==> src/rtl/digit_serial_addsub_pkg.sv <==
// Shared definitions for the digit-serial adder/subtractor.
//   addsub_state_t : controller state encoding (IDLE, RUN, DONE)
//   cnt_width()    : digit counter width, clog2(WIDTH/DIGIT) with a floor of 1
//   cfg_ok()       : legality of a WIDTH/DIGIT pair, evaluated at elaboration
package addsub_pkg;

    typedef enum logic [1:0] {
        IDLE = 2'd0,
        RUN  = 2'd1,
        DONE = 2'd2
    } addsub_state_t;

    function automatic int cnt_width(input int width, input int digit);
        int n;
        if (digit < 1) return 1;
        n = width / digit;
        return (n <= 1) ? 1 : $clog2(n);
    endfunction

    function automatic bit cfg_ok(input int width, input int digit);
        return (digit >= 1) && (width >= digit) && ((width % digit) == 0);
    endfunction

endpackage

==> src/rtl/digit_serial_addsub_if.sv <==
// Operand/result handshake bundle for digit_serial_addsub.
//   master : drives operands (in_valid, a, b, sub) and out_ready
//   slave  : the adder; drives in_ready and the registered result
//            (out_valid, sum, cout, ovf, zero)
interface digit_serial_addsub_if #(
    parameter int WIDTH = 16
);
    logic             in_valid;
    logic             in_ready;
    logic [WIDTH-1:0] a;
    logic [WIDTH-1:0] b;
    logic             sub;
    logic             out_valid;
    logic             out_ready;
    logic [WIDTH-1:0] sum;
    logic             cout;
    logic             ovf;
    logic             zero;

    modport master (
        output in_valid, a, b, sub, out_ready,
        input  in_ready, out_valid, sum, cout, ovf, zero
    );

    modport slave (
        input  in_valid, a, b, sub, out_ready,
        output in_ready, out_valid, sum, cout, ovf, zero
    );
endinterface

==> src/rtl/digit_serial_addsub_ripple_chunk.sv <==
// Combinational DIGIT-bit ripple-carry adder built from full-adder cells.
//   a, b   : DIGIT-bit addends
//   cin    : carry into bit 0
//   s      : DIGIT-bit sum
//   cout   : carry out of the top bit
//   c_msb  : carry into the top bit (xor with cout gives signed overflow)
module ripple_chunk #(
    parameter int DIGIT = 4
) (
    input  logic [DIGIT-1:0] a,
    input  logic [DIGIT-1:0] b,
    input  logic             cin,
    output logic [DIGIT-1:0] s,
    output logic             cout,
    output logic             c_msb
);

    // Each cell owns its carry-in/carry-out so the chain is a set of
    // distinct nets rather than one self-referencing vector.
    for (genvar i = 0; i < DIGIT; i++) begin : g_fa
        logic ci;
        logic co;
        if (i == 0) begin : g_first
            assign ci = cin;
        end else begin : g_next
            assign ci = g_fa[i-1].co;
        end
        assign s[i] = a[i] ^ b[i] ^ ci;
        assign co   = (a[i] & b[i]) | (ci & (a[i] ^ b[i]));
    end

    assign cout  = g_fa[DIGIT-1].co;
    assign c_msb = g_fa[DIGIT-1].ci;

endmodule

==> src/rtl/digit_serial_addsub.sv <==
// Digit-serial two's-complement adder/subtractor. One DIGIT-wide ripple
// chunk is reused over WIDTH/DIGIT clocks with the carry held in a register.
//   clk, rst : rising-edge clock, synchronous active-high reset
//   bus      : slave side of digit_serial_addsub_if (operands in via
//              in_valid/in_ready, registered result out via out_valid/out_ready)
//
// state | meaning
// ------+---------------------------------------------------------------
// IDLE  | in_ready high; waiting for operands
// RUN   | one digit per clock, LSB digit first, result shifts in from top
// DONE  | out_valid high; result held until out_ready
module digit_serial_addsub
    import addsub_pkg::*;
#(
    parameter int WIDTH = 16,
    parameter int DIGIT = 4
) (
    input  logic                 clk,
    input  logic                 rst,
    digit_serial_addsub_if.slave bus
);

    localparam int NUM_DIGITS = WIDTH / DIGIT;
    localparam int CW         = cnt_width(WIDTH, DIGIT);
    localparam logic [CW-1:0] LAST_DIGIT = CW'(NUM_DIGITS - 1);

    if (!cfg_ok(WIDTH, DIGIT)) begin : g_cfg_err
        $error("digit_serial_addsub: WIDTH must be a positive multiple of DIGIT");
    end

    addsub_state_t    state;
    logic [WIDTH-1:0] op_a;
    logic [WIDTH-1:0] op_b;
    logic [WIDTH-1:0] sum_r;
    logic             carry;
    logic [CW-1:0]    cnt;
    logic             in_ready_r;
    logic             out_valid_r;
    logic             cout_r;
    logic             ovf_r;
    logic             zero_r;

    logic [DIGIT-1:0] chunk_s;
    logic             chunk_cout;
    logic             chunk_cmsb;
    logic [WIDTH-1:0] sum_next;

    ripple_chunk #(.DIGIT(DIGIT)) u_chunk (
        .a     (op_a[DIGIT-1:0]),
        .b     (op_b[DIGIT-1:0]),
        .cin   (carry),
        .s     (chunk_s),
        .cout  (chunk_cout),
        .c_msb (chunk_cmsb)
    );

    // New digit enters at the top; after NUM_DIGITS shifts the first digit
    // has reached bit 0. Written as a shift so DIGIT == WIDTH needs no
    // special case.
    assign sum_next = WIDTH'({chunk_s, sum_r} >> DIGIT);

    always_ff @(posedge clk) begin
        if (rst) begin
            state       <= IDLE;
            in_ready_r  <= 1'b1;
            out_valid_r <= 1'b0;
            op_a        <= '0;
            op_b        <= '0;
            sum_r       <= '0;
            carry       <= 1'b0;
            cnt         <= '0;
            cout_r      <= 1'b0;
            ovf_r       <= 1'b0;
            zero_r      <= 1'b0;
        end else begin
            case (state)
                IDLE: begin
                    if (bus.in_valid) begin
                        // Subtraction as A + ~B + 1: the +1 rides in on the
                        // initial carry, so sub needs no separate register.
                        op_a       <= bus.a;
                        op_b       <= bus.b ^ {WIDTH{bus.sub}};
                        carry      <= bus.sub;
                        cnt        <= '0;
                        in_ready_r <= 1'b0;
                        state      <= RUN;
                    end
                end
                RUN: begin
                    op_a  <= op_a >> DIGIT;
                    op_b  <= op_b >> DIGIT;
                    sum_r <= sum_next;
                    carry <= chunk_cout;
                    cnt   <= cnt + CW'(1);
                    if (cnt == LAST_DIGIT) begin
                        cout_r      <= chunk_cout;
                        ovf_r       <= chunk_cmsb ^ chunk_cout;
                        zero_r      <= (sum_next == '0);
                        out_valid_r <= 1'b1;
                        state       <= DONE;
                    end
                end
                DONE: begin
                    if (bus.out_ready) begin
                        out_valid_r <= 1'b0;
                        in_ready_r  <= 1'b1;
                        state       <= IDLE;
                    end
                end
                default: begin
                    state       <= IDLE;
                    in_ready_r  <= 1'b1;
                    out_valid_r <= 1'b0;
                end
            endcase
        end
    end

    assign bus.in_ready  = in_ready_r;
    assign bus.out_valid = out_valid_r;
    assign bus.sum       = sum_r;
    assign bus.cout      = cout_r;
    assign bus.ovf       = ovf_r;
    assign bus.zero      = zero_r;

endmodule

==> src/flat_wrapper.sv <==
// flat-port wrapper written by rule: the top's interface ports become plain ports
module digit_serial_addsub_flat import addsub_pkg::*;
#(
    parameter int WIDTH = 16,
    parameter int DIGIT = 4
)
  (clk, rst, bus_in_valid, bus_a, bus_b, bus_sub, bus_out_ready, bus_in_ready, bus_out_valid, bus_sum, bus_cout, bus_ovf, bus_zero);
  digit_serial_addsub_if #(.WIDTH(WIDTH)) bus_i ();
  input  logic clk;
  input  logic rst;
  input wire logic [$bits(bus_i.in_valid)-1:0] bus_in_valid;
  input wire logic [$bits(bus_i.a)-1:0] bus_a;
  input wire logic [$bits(bus_i.b)-1:0] bus_b;
  input wire logic [$bits(bus_i.sub)-1:0] bus_sub;
  input wire logic [$bits(bus_i.out_ready)-1:0] bus_out_ready;
  output wire logic [$bits(bus_i.in_ready)-1:0] bus_in_ready;
  output wire logic [$bits(bus_i.out_valid)-1:0] bus_out_valid;
  output wire logic [$bits(bus_i.sum)-1:0] bus_sum;
  output wire logic [$bits(bus_i.cout)-1:0] bus_cout;
  output wire logic [$bits(bus_i.ovf)-1:0] bus_ovf;
  output wire logic [$bits(bus_i.zero)-1:0] bus_zero;
  assign bus_i.in_valid = bus_in_valid;
  assign bus_i.a = bus_a;
  assign bus_i.b = bus_b;
  assign bus_i.sub = bus_sub;
  assign bus_i.out_ready = bus_out_ready;
  assign bus_in_ready = bus_i.in_ready;
  assign bus_out_valid = bus_i.out_valid;
  assign bus_sum = bus_i.sum;
  assign bus_cout = bus_i.cout;
  assign bus_ovf = bus_i.ovf;
  assign bus_zero = bus_i.zero;
  digit_serial_addsub #(.WIDTH(WIDTH), .DIGIT(DIGIT)) u_core (.clk(clk), .rst(rst), .bus(bus_i));
endmodule
==> config.mk <==
export PLATFORM = sky130hd
export DESIGN_NAME = digit_serial_addsub_flat
export DESIGN_NICKNAME = d
export VERILOG_FILES = /design/src/rtl/digit_serial_addsub_pkg.sv /design/src/rtl/digit_serial_addsub_if.sv /design/src/rtl/digit_serial_addsub_ripple_chunk.sv /design/src/rtl/digit_serial_addsub.sv /design/src/flat_wrapper.sv
export SDC_FILE = /design/constraint.sdc
export NUM_CORES = 1
export LEC_CHECK = 0
export BUFFER_PORTS_ARGS = -buffer_cell sky130_fd_sc_hd__buf_2
export CORE_ASPECT_RATIO = 1.1
export CORE_MARGIN = 4
export CORE_UTILIZATION = 54
export DETAILED_ROUTE_END_ITERATION = 10
export HOLD_SLACK_MARGIN = 0.12
export PLACE_DENSITY = 0.79
export RECOVER_POWER = 100
export SYNTH_ARGS = -nofsm -noshare
export SYNTH_HDL_FRONTEND = slang
export SYNTH_SLANG_ARGS = --single-unit
==> constraint.sdc <==
create_clock -name clk -period 7.4 [get_ports clk]
set_input_delay 1.11 -clock clk [delete_from_list [all_inputs] [get_ports clk]]
set_output_delay 1.11 -clock clk [all_outputs]
set_load 0.01 [all_outputs]
# Word-level counts from Yosys, hierarchy flattened

Index checks and enable logic that the tools add are counted.

Eq/ne operators: 6
$mul: 0
$add $sub $neg: 1
Div/mod/pow operators: 0
Bitwise gates (word level): 24
Reduce and logical (&&, ||, !) cells: 8
Magnitude comparators: 0
Muxes and demuxes: 18
Shift-type cells: 0

Operators with widths:

| kind                | number |
|---|---|
| $pmux 16 s2         | 2 |
| $mux 16             | 2 |
| $logic_not 16->1    | 1 |
| $xor 16x16->16      | 1 |
| $reduce_and 3->1    | 3 |
| $xor 1x1->1         | 9 |
| $and 1x1->1         | 8 |
| $mux 2              | 4 |
| $pmux 1 s3          | 2 |
| $pmux 2 s3          | 1 |
| $mux 1              | 5 |
| $eq 2x2->1 const B  | 2 |
| $ne 2x2->1 const B  | 2 |
| $or 1x1->1          | 4 |
| $pmux 2 s2          | 1 |
| $reduce_and 2->1    | 2 |
| $add 2x1->2 const B | 1 |
| $eq 2x1->1 const B  | 1 |
| $logic_not 2->1     | 1 |
| $ne 2x1->1 const B  | 1 |
| $not 1->1           | 2 |
| $pmux 1 s2          | 1 |
| $reduce_bool 2->1   | 1 |

Input bits: 37
Bits in writable memories: 0
Latch bits: 0
Flip-flop bits (word level): 58
ROM bits: 0
Memories: 0

# Depth between registers and ports, before layout

Gate-level depths: netlist (run 1).

Word-level depth: 10
Gate-level depth with buffers: 10

# By module

A second synthesis (run 1) with hierarchy kept.

Cells, all modules: 306
Area total of the unflattened synthesis: 2686.3 um^2

By module, submodules not included:

| module              | times used | area an instance (um^2) | seq. area each (um^2) | cells each |
|---|---|---|---|---|
| digit_serial_addsub | 1          | 2576.2                  | 1161.1                | 294 |
| ripple_chunk        | 1          | 110.1                   | 0.0                   | 12 |

# Least setup slack after synthesis (run 1)

OpenSTA, ideal clock, no wires.

Path type: register to register
Start: register u_core.carry
End: register u_core.zero_r, in the netlist u_core.bus.zero
Cell stages (with the launch flop): 11
Slack: 5025 ps
Buffers on the path: 0
Arrival time: 2306 ps
Period minus slack after synthesis: 2375 ps
Required time: 7331 ps
Path through: dfxtp_1 -> inv_1 -> fa_1 -> inv_1 -> fa_1 -> fa_1 -> inv_1 -> fa_1 -> nand2_1 -> or3_1 -> o21ai_1

Cells in the longest elaborated chain, start to end: 8

Ends and longest elaborated chain:

| element                | line                                   | RTL |
|---|---|---|
| start, declared        | digit_serial_addsub.sv:35              | `logic carry;` |
| start signal, assigned | digit_serial_addsub.sv:83              | `carry <= bus.sub;` |
| start signal, assigned | digit_serial_addsub.sv:93              | `carry <= chunk_cout;` |
| $and 1x1->1            | digit_serial_addsub_ripple_chunk.sv:29 | `assign co = (a[i] & b[i]) \| (ci & (a[i] ^ b[i]));` |
| $or 1x1->1             | digit_serial_addsub_ripple_chunk.sv:29 |  |
| $and 1x1->1            | digit_serial_addsub_ripple_chunk.sv:29 |  |
| $or 1x1->1             | digit_serial_addsub_ripple_chunk.sv:29 |  |
| $and 1x1->1            | digit_serial_addsub_ripple_chunk.sv:29 |  |
| $or 1x1->1             | digit_serial_addsub_ripple_chunk.sv:29 |  |
| $xor 1x1->1            | digit_serial_addsub_ripple_chunk.sv:28 | `assign s[i] = a[i] ^ b[i] ^ ci;` |
| $logic_not 16->1 *     | digit_serial_addsub.sv:98              | `zero_r <= (sum_next == '0);` |
| end signal, assigned   | digit_serial_addsub.sv:98              |  |
| end, declared          | digit_serial_addsub.sv:41              | `logic zero_r;` |

Every way passes the cells marked *; elsewhere a longest branch is shown, timed or not.
A chain may end at the register's enable or synchronous reset.

==> flow_summary.ini, run 1 <==
[sta]
finalCritPeriodShare = 0.408
worst_pin_slew_ns = 2.09
finClkSkew_ns = 0.00596
rsz0062_at_grt = false
fin_crit_ns = 3.02
drv_slew = 50
timing.slew.headroom = -0.394
setup_viol = 0
finalSetupTns_ns = 0
hold_viol = 0
fmax_ghz = 0.331

[grt]
grt_use_total = 0.192
grt_first_pass_wirelength_mm = 10.0
antenna_found_initial = 0
first_global_vias = 2183
overflow = 0
grt_start_max_net_pins = 50

[critical_path]
slowest_stage = clkbuf_1
rr_startpoint = u_core.carry
reg2reg_to = u_core.bus.zero
slowest_delay_ns = 1.46
end_kind = flop
cp_data_required_time_ns = 7.62
arrival_ns = 3.24
crit_type = in -> reg
reg2regPathDepth = 10
path_cells = clkbuf_1, and2b_1, o2bb2ai_1
path_max_fanout = 49
start_kind = primary input
r2r_setup_slack_ns = 4.85

[layout]
postLayoutCellArea_sq_um = 3170
drive_above_1_share = 0.205
area_growth_pct = 12.3
nets = 398
diodes = 0

[clocking]
cts_tree = done
cts.path.max_buffers = 2
cts_sinks = 58
htree_levels = 3
postCtsHoldBufs = 0
clk_latency_ns = 0.33
cts_root_buf = clkbuf_8
cts_setup_buffers = 0
clk_pin_slew_worst_paths_ns = 0.06
cts_buffers = 9
postCtsResizedCells = 0

[synth]
yosys_warnings = 0
synthTopCellsByArea = dfxtp_1 41%, a21oi_1 7.6%, a22oi_1 5.6%
syn_area_sq_um = 2820
syn_nets = 356
yosysMostFrequentCell = dfxtp_1
synth_edf_count = 0
ys_types = 39
ys_ff_latch = 58
synth_commonest_cells = 58 x dfxtp_1, 43 x a21oi_1, 41 x nor2_1
synth_top_area_share = 0.412
synth_cells = 314
avgSynthCellArea_sq_um = 8.99
synth_flop_cell = dfxtp_1
synth-async-reset-ratio = 0
ys_seq_area_frac = 0.412
yosys.area.top_type = dfxtp_1

[pwr]
irDropWorstVdd_mv = 0.128
power.density_nw_per_um2 = 241
p_leak_uw = 0.00128
intPower_uw = 570
clock_power_share = 0.419
p_sw_uw = 193
switching_share = 0.254
combPwrFrac = 0.130
seqPwrFrac = 0.452

[drt]
drtIter0Drc = 137
final_antenna_net_count = 0
drc = 0
route.detailed.wl_per_inst_um = 14.1
vias = 2332
vias_per_cell = 5.57
drtPass1Iterations = 4
routed_wl_mm = 5.89

[placed_design]
hpwl_mm = 3.87
gp_congestion = 0.809
port_buffers = 57
place_area_sq_um = 2990

[hold_path]
hold_start = u_core.bus.sum[3]
whs_endpoint = u_core.bus.sum[3]
worstHoldPathType = reg -> reg
holdPathStages = 2

[die]
fp.coreArea_sq_um = 5030
fp.dieW_um = 76.9
start_util = 0.561
boundaryPins = 58
num_rows = 27
die_area_sq_um = 6450
die_h_um = 83.8

[status]
status = finished with violations
violations = max-capacitance violations, max-slew violations

[run]
max_cap_viol_count = 1
[through the flow]
| stage | std cells | setup WS [ns] | hold WS (ns) | util | power (uW) |
|---|---|---|---|---|---|
| 2_1_floorplan | 314 | 5.03 | 0.432 | - | 428 |
| 3_3_place_gp | 403 | 4.81 | 0.438 | 0.594 | 448 |
| 3_5_place_dp | 403 | 4.76 | 0.443 | 0.594 | 451 |
| 4_1_cts | 419 | 4.84 | 0.452 | 0.637 | 772 |
| 5_1_grt | 419 | 4.26 | 0.490 | 0.630 | 801 |
| 6_report | 419 | 4.38 | 0.451 | 0.630 | 763 |
[power groups by stage]
stage	logic [uW]	clock network, uW	registers, uW
5_1_grt	112	343	347
3_5_place_dp	100	0	351
6_report	98.9	320	345
3_3_place_gp	97.4	0	351
4_1_cts	101	327	344
2_1_floorplan	79.0	0	349
[placed cells by master, fill, tap and decap left out, types with 2 or more instances in the layout]
cell,Yosys,final
a211oi_1,3,3
a21oi_1,43,44
a22oi_1,21,21
buf_2,8,35
buf_4,6,2
bufinv_16,0,2
clkbuf_1,5,22
clkbuf_8,0,10
clkinv_2,0,4
dfxtp_1,58,58
fa_1,4,4
inv_1,17,17
nand2_1,32,32
nor2_1,41,41
nor4_1,3,3
o21ai_0,1,2
o221a_2,12,12
o2bb2ai_1,12,12
or2_2,2,2
xor2_1,16,16
[state kept, by name, summed over array words and instances, names as in the netlist, 2 cells and up]
name and cells:
u_core.state 2, u_core.cnt 2, u_core.bus.sum 16, u_core.op_b 16, u_core.op_a 16
[layout make-up]
cell class | instances | area (sq um)
Sequential cell | 58 | 1160
Multi-Input combinational cell | 211 | 1380
Timing Repair Buffer | 59 | 273
Tap cell | 58 | 72.6
Fill cell | 456 | 1860
Inverter | 17 | 63.8
Clock inverter | 6 | 80.1
Clock buffer | 10 | 138
[metal layers]
metal | track usage | vias up | wire (um)
met5 | 0 | - | 0
met4 | 0.0824 | 0 | 74
met3 | 0.0648 | 8 | 386
met2 | 0.301 | 77 | 2750
met1 | 0.240 | 1074 | 2680
li1 | - | 1173 | -
[logic make-up after synthesis]
logic type	Yosys count	synth area share
AOI/OAI and AO/OA	99	0.255
and+or+nand+nor	89	0.149
DFF	58	0.412
buffers and inverters	45	0.0953
xor gates and xnor gates	17	0.0528
adders and majority gates	5	0.0328
muxes	1	0.00355
[worst max-delay path, delay by kind of cell]
kind                   cells  cell delay [ns]
AND/OR/NAND/NOR            1             0.46
buffers and inverters      1             1.46
AO/OA/AOI/OAI              1             0.18
[worst max path at each step]
stage	from	end	slack, ns	cells after the start
final	rst	u_core.op_b[6]	4.38	3
after global routing	rst	u_core.op_b[3]	4.26	3
after CTS	u_core.carry	u_core.bus.zero	4.84	10
after detailed placement	bus_in_valid	u_core.op_b[2]	4.76	4
after global placement	bus_in_valid	u_core.op_b[2]	4.81	4
after floorplan	u_core.carry	u_core.bus.zero	5.03	10
No activity file was read; power rests on OpenSTA's default activity.
==> run 2: changes to the inputs <==
- CORE_UTILIZATION: 54 -> 49
- PLACE_DENSITY: 0.79 -> 0.75
- clock period: 7.4 -> 2.5 ns (I/O delays scaled with it)
==> flow_summary.ini, run 2 (synthesized netlist as in run 1, its figures left out) <==
[die]
die_h_um = 87.6
num_rows = 28
boundaryPins = 58
fp.dieW_um = 80.4
start_util = 0.516
fp.coreArea_sq_um = 5470
die_area_sq_um = 7040

[drt]
vias = 2348
drc = 0
routed_wl_mm = 6.04
route.detailed.wl_per_inst_um = 13.7
vias_per_cell = 5.32
drtPass1Iterations = 4
final_antenna_net_count = 0
drtIter0Drc = 114

[pwr]
power.density_nw_per_um2 = 734
irDropWorstVdd_mv = 0.381
p_leak_uw = 0.00127

[sta]
setup_viol = 0
worst_pin_slew_ns = 0.866
hold_viol = 0
holdWs_ns = 0.272
fin_crit_ns = 2.40
timing.slew.headroom = 0.421
finClkSkew_ns = 0.00728
fmax_ghz = 0.417
rsz0062_at_grt = false
finalCritPeriodShare = 0.959
drv_slew = 0

[status]
status = finished clean

[grt]
grt_use_total = 0.187
grt_first_pass_wirelength_mm = 10.2
first_global_vias = 2243
grt_start_max_net_pins = 29
antenna_found_initial = 0
overflow = 0

[layout]
area_growth_pct = 14.2
final_common_cell = dfxtp_1
nets = 403
diodes = 0
mostFrequentLayoutCells = 58 x dfxtp_1, 43 x a21oi_1, 41 x nor2_1
fin_cells = 441
drive_above_1_share = 0.216
postLayoutCoreUtil = 0.590

[critical_path]
reg2reg_to = u_core.bus.zero
start_kind = flop
crit_type = reg -> reg
end_kind = flop
arrival_ns = 2.67
rr_startpoint = u_core.carry
cp-endpoint = u_core.bus.zero
cp_data_required_time_ns = 2.78
critPathLaunch = u_core.carry
reg2regPathDepth = 10
r2r_setup_slack_ns = 0.10
path_max_fanout = 2

[placed_design]
gp_congestion = 0.775
hpwl_mm = 4.30
dpl.cell_count = 425
port_buffers = 57

[clocking]
cts.path.max_buffers = 2
clk_latency_ns = 0.34
clk_pin_slew_worst_paths_ns = 0.07
htree_levels = 3
cts_sinks = 58
cts_buffers = 9
cts_setup_buffers = 0
cts_tree = done
cts_root_buf = clkbuf_8

[hold_path]
worstHoldPathType = in -> reg

[run]
max_cap_viol_count = 0
run 2: power breakdown:
part / leakage (uW) / switching [uW] / internal [uW] / total (uW)
Combinational: 0.000677 / 166 / 129 / 295
Clock: 0.000120 / 389 / 661 / 1050
Sequential: 0.000475 / 40.9 / 979 / 1020
Total: 0.00127 / 596 / 1770 / 2370
run 2: cell type report:
cell class	count	area, sq um
sequential	58	1160
clock buffer	9	124
timing repair buffer	64	304
multi-input combinational	211	1360
clock inverter	7	116
inverter	17	63.8
tap	75	93.8
fill	542	2240
run 2: what timing repair did:
item	in CTS	in global routing
hold endpoints to repair	0	0
pin swaps	0	3
setup endpoints to repair	1	1
hold buffers	0	0
gates resized for setup	4	0
run 2: worst max-delay path: stages, from the launching register on:
cell and delay, ns:
dfxtp_1 0.33, inv_1 0.08, fa_2 0.39, inv_2 0.06, fa_1 0.20, fa_2 0.22
inv_1 0.06, fa_1 0.53, nand2_1 0.05, or3_1 0.30, o21ai_1 0.12
run 2: per-layer routing:
metal	routed length, um	up-vias	share of wire	track usage
met1	2700	1093	0.45	0.228
met4	115	0	0.019	0.106
met5	0	-	0	0
li1	-	1185	-	-
met2	2890	58	0.48	0.308
met3	339	12	0.056	0.0350
run 2: worst min path at each step:
stage | startpoint | end | depth (start not counted)
floorplan | u_core.op_b[0] | u_core.op_b[0] | 1
global placement | u_core.bus.sum[0] | u_core.bus.sum[0] | 2
detailed placement | u_core.bus.sum[2] | u_core.bus.sum[2] | 2
CTS | bus_a[15] | u_core.op_a[15] | 3
global route | bus_a[15] | u_core.op_a[15] | 3
finish | bus_a[15] | u_core.op_a[15] | 3
run 2: metrics by stage:
stage / TNS (ns) / power, uW / setup slack [ns] / area [sq um]
2_1_floorplan: 0 / 1270 / 0.125 / 2820
5_1_grt: 0 / 2470 / 0.00553 / 3220
3_3_place_gp: 0 / 1330 / 0.0625 / 3050
4_1_cts: 0 / 2390 / 0.0171 / 3300
3_5_place_dp: -0.0242 / 1340 / -0.0242 / 3050
6_report: 0 / 2370 / 0.101 / 3220
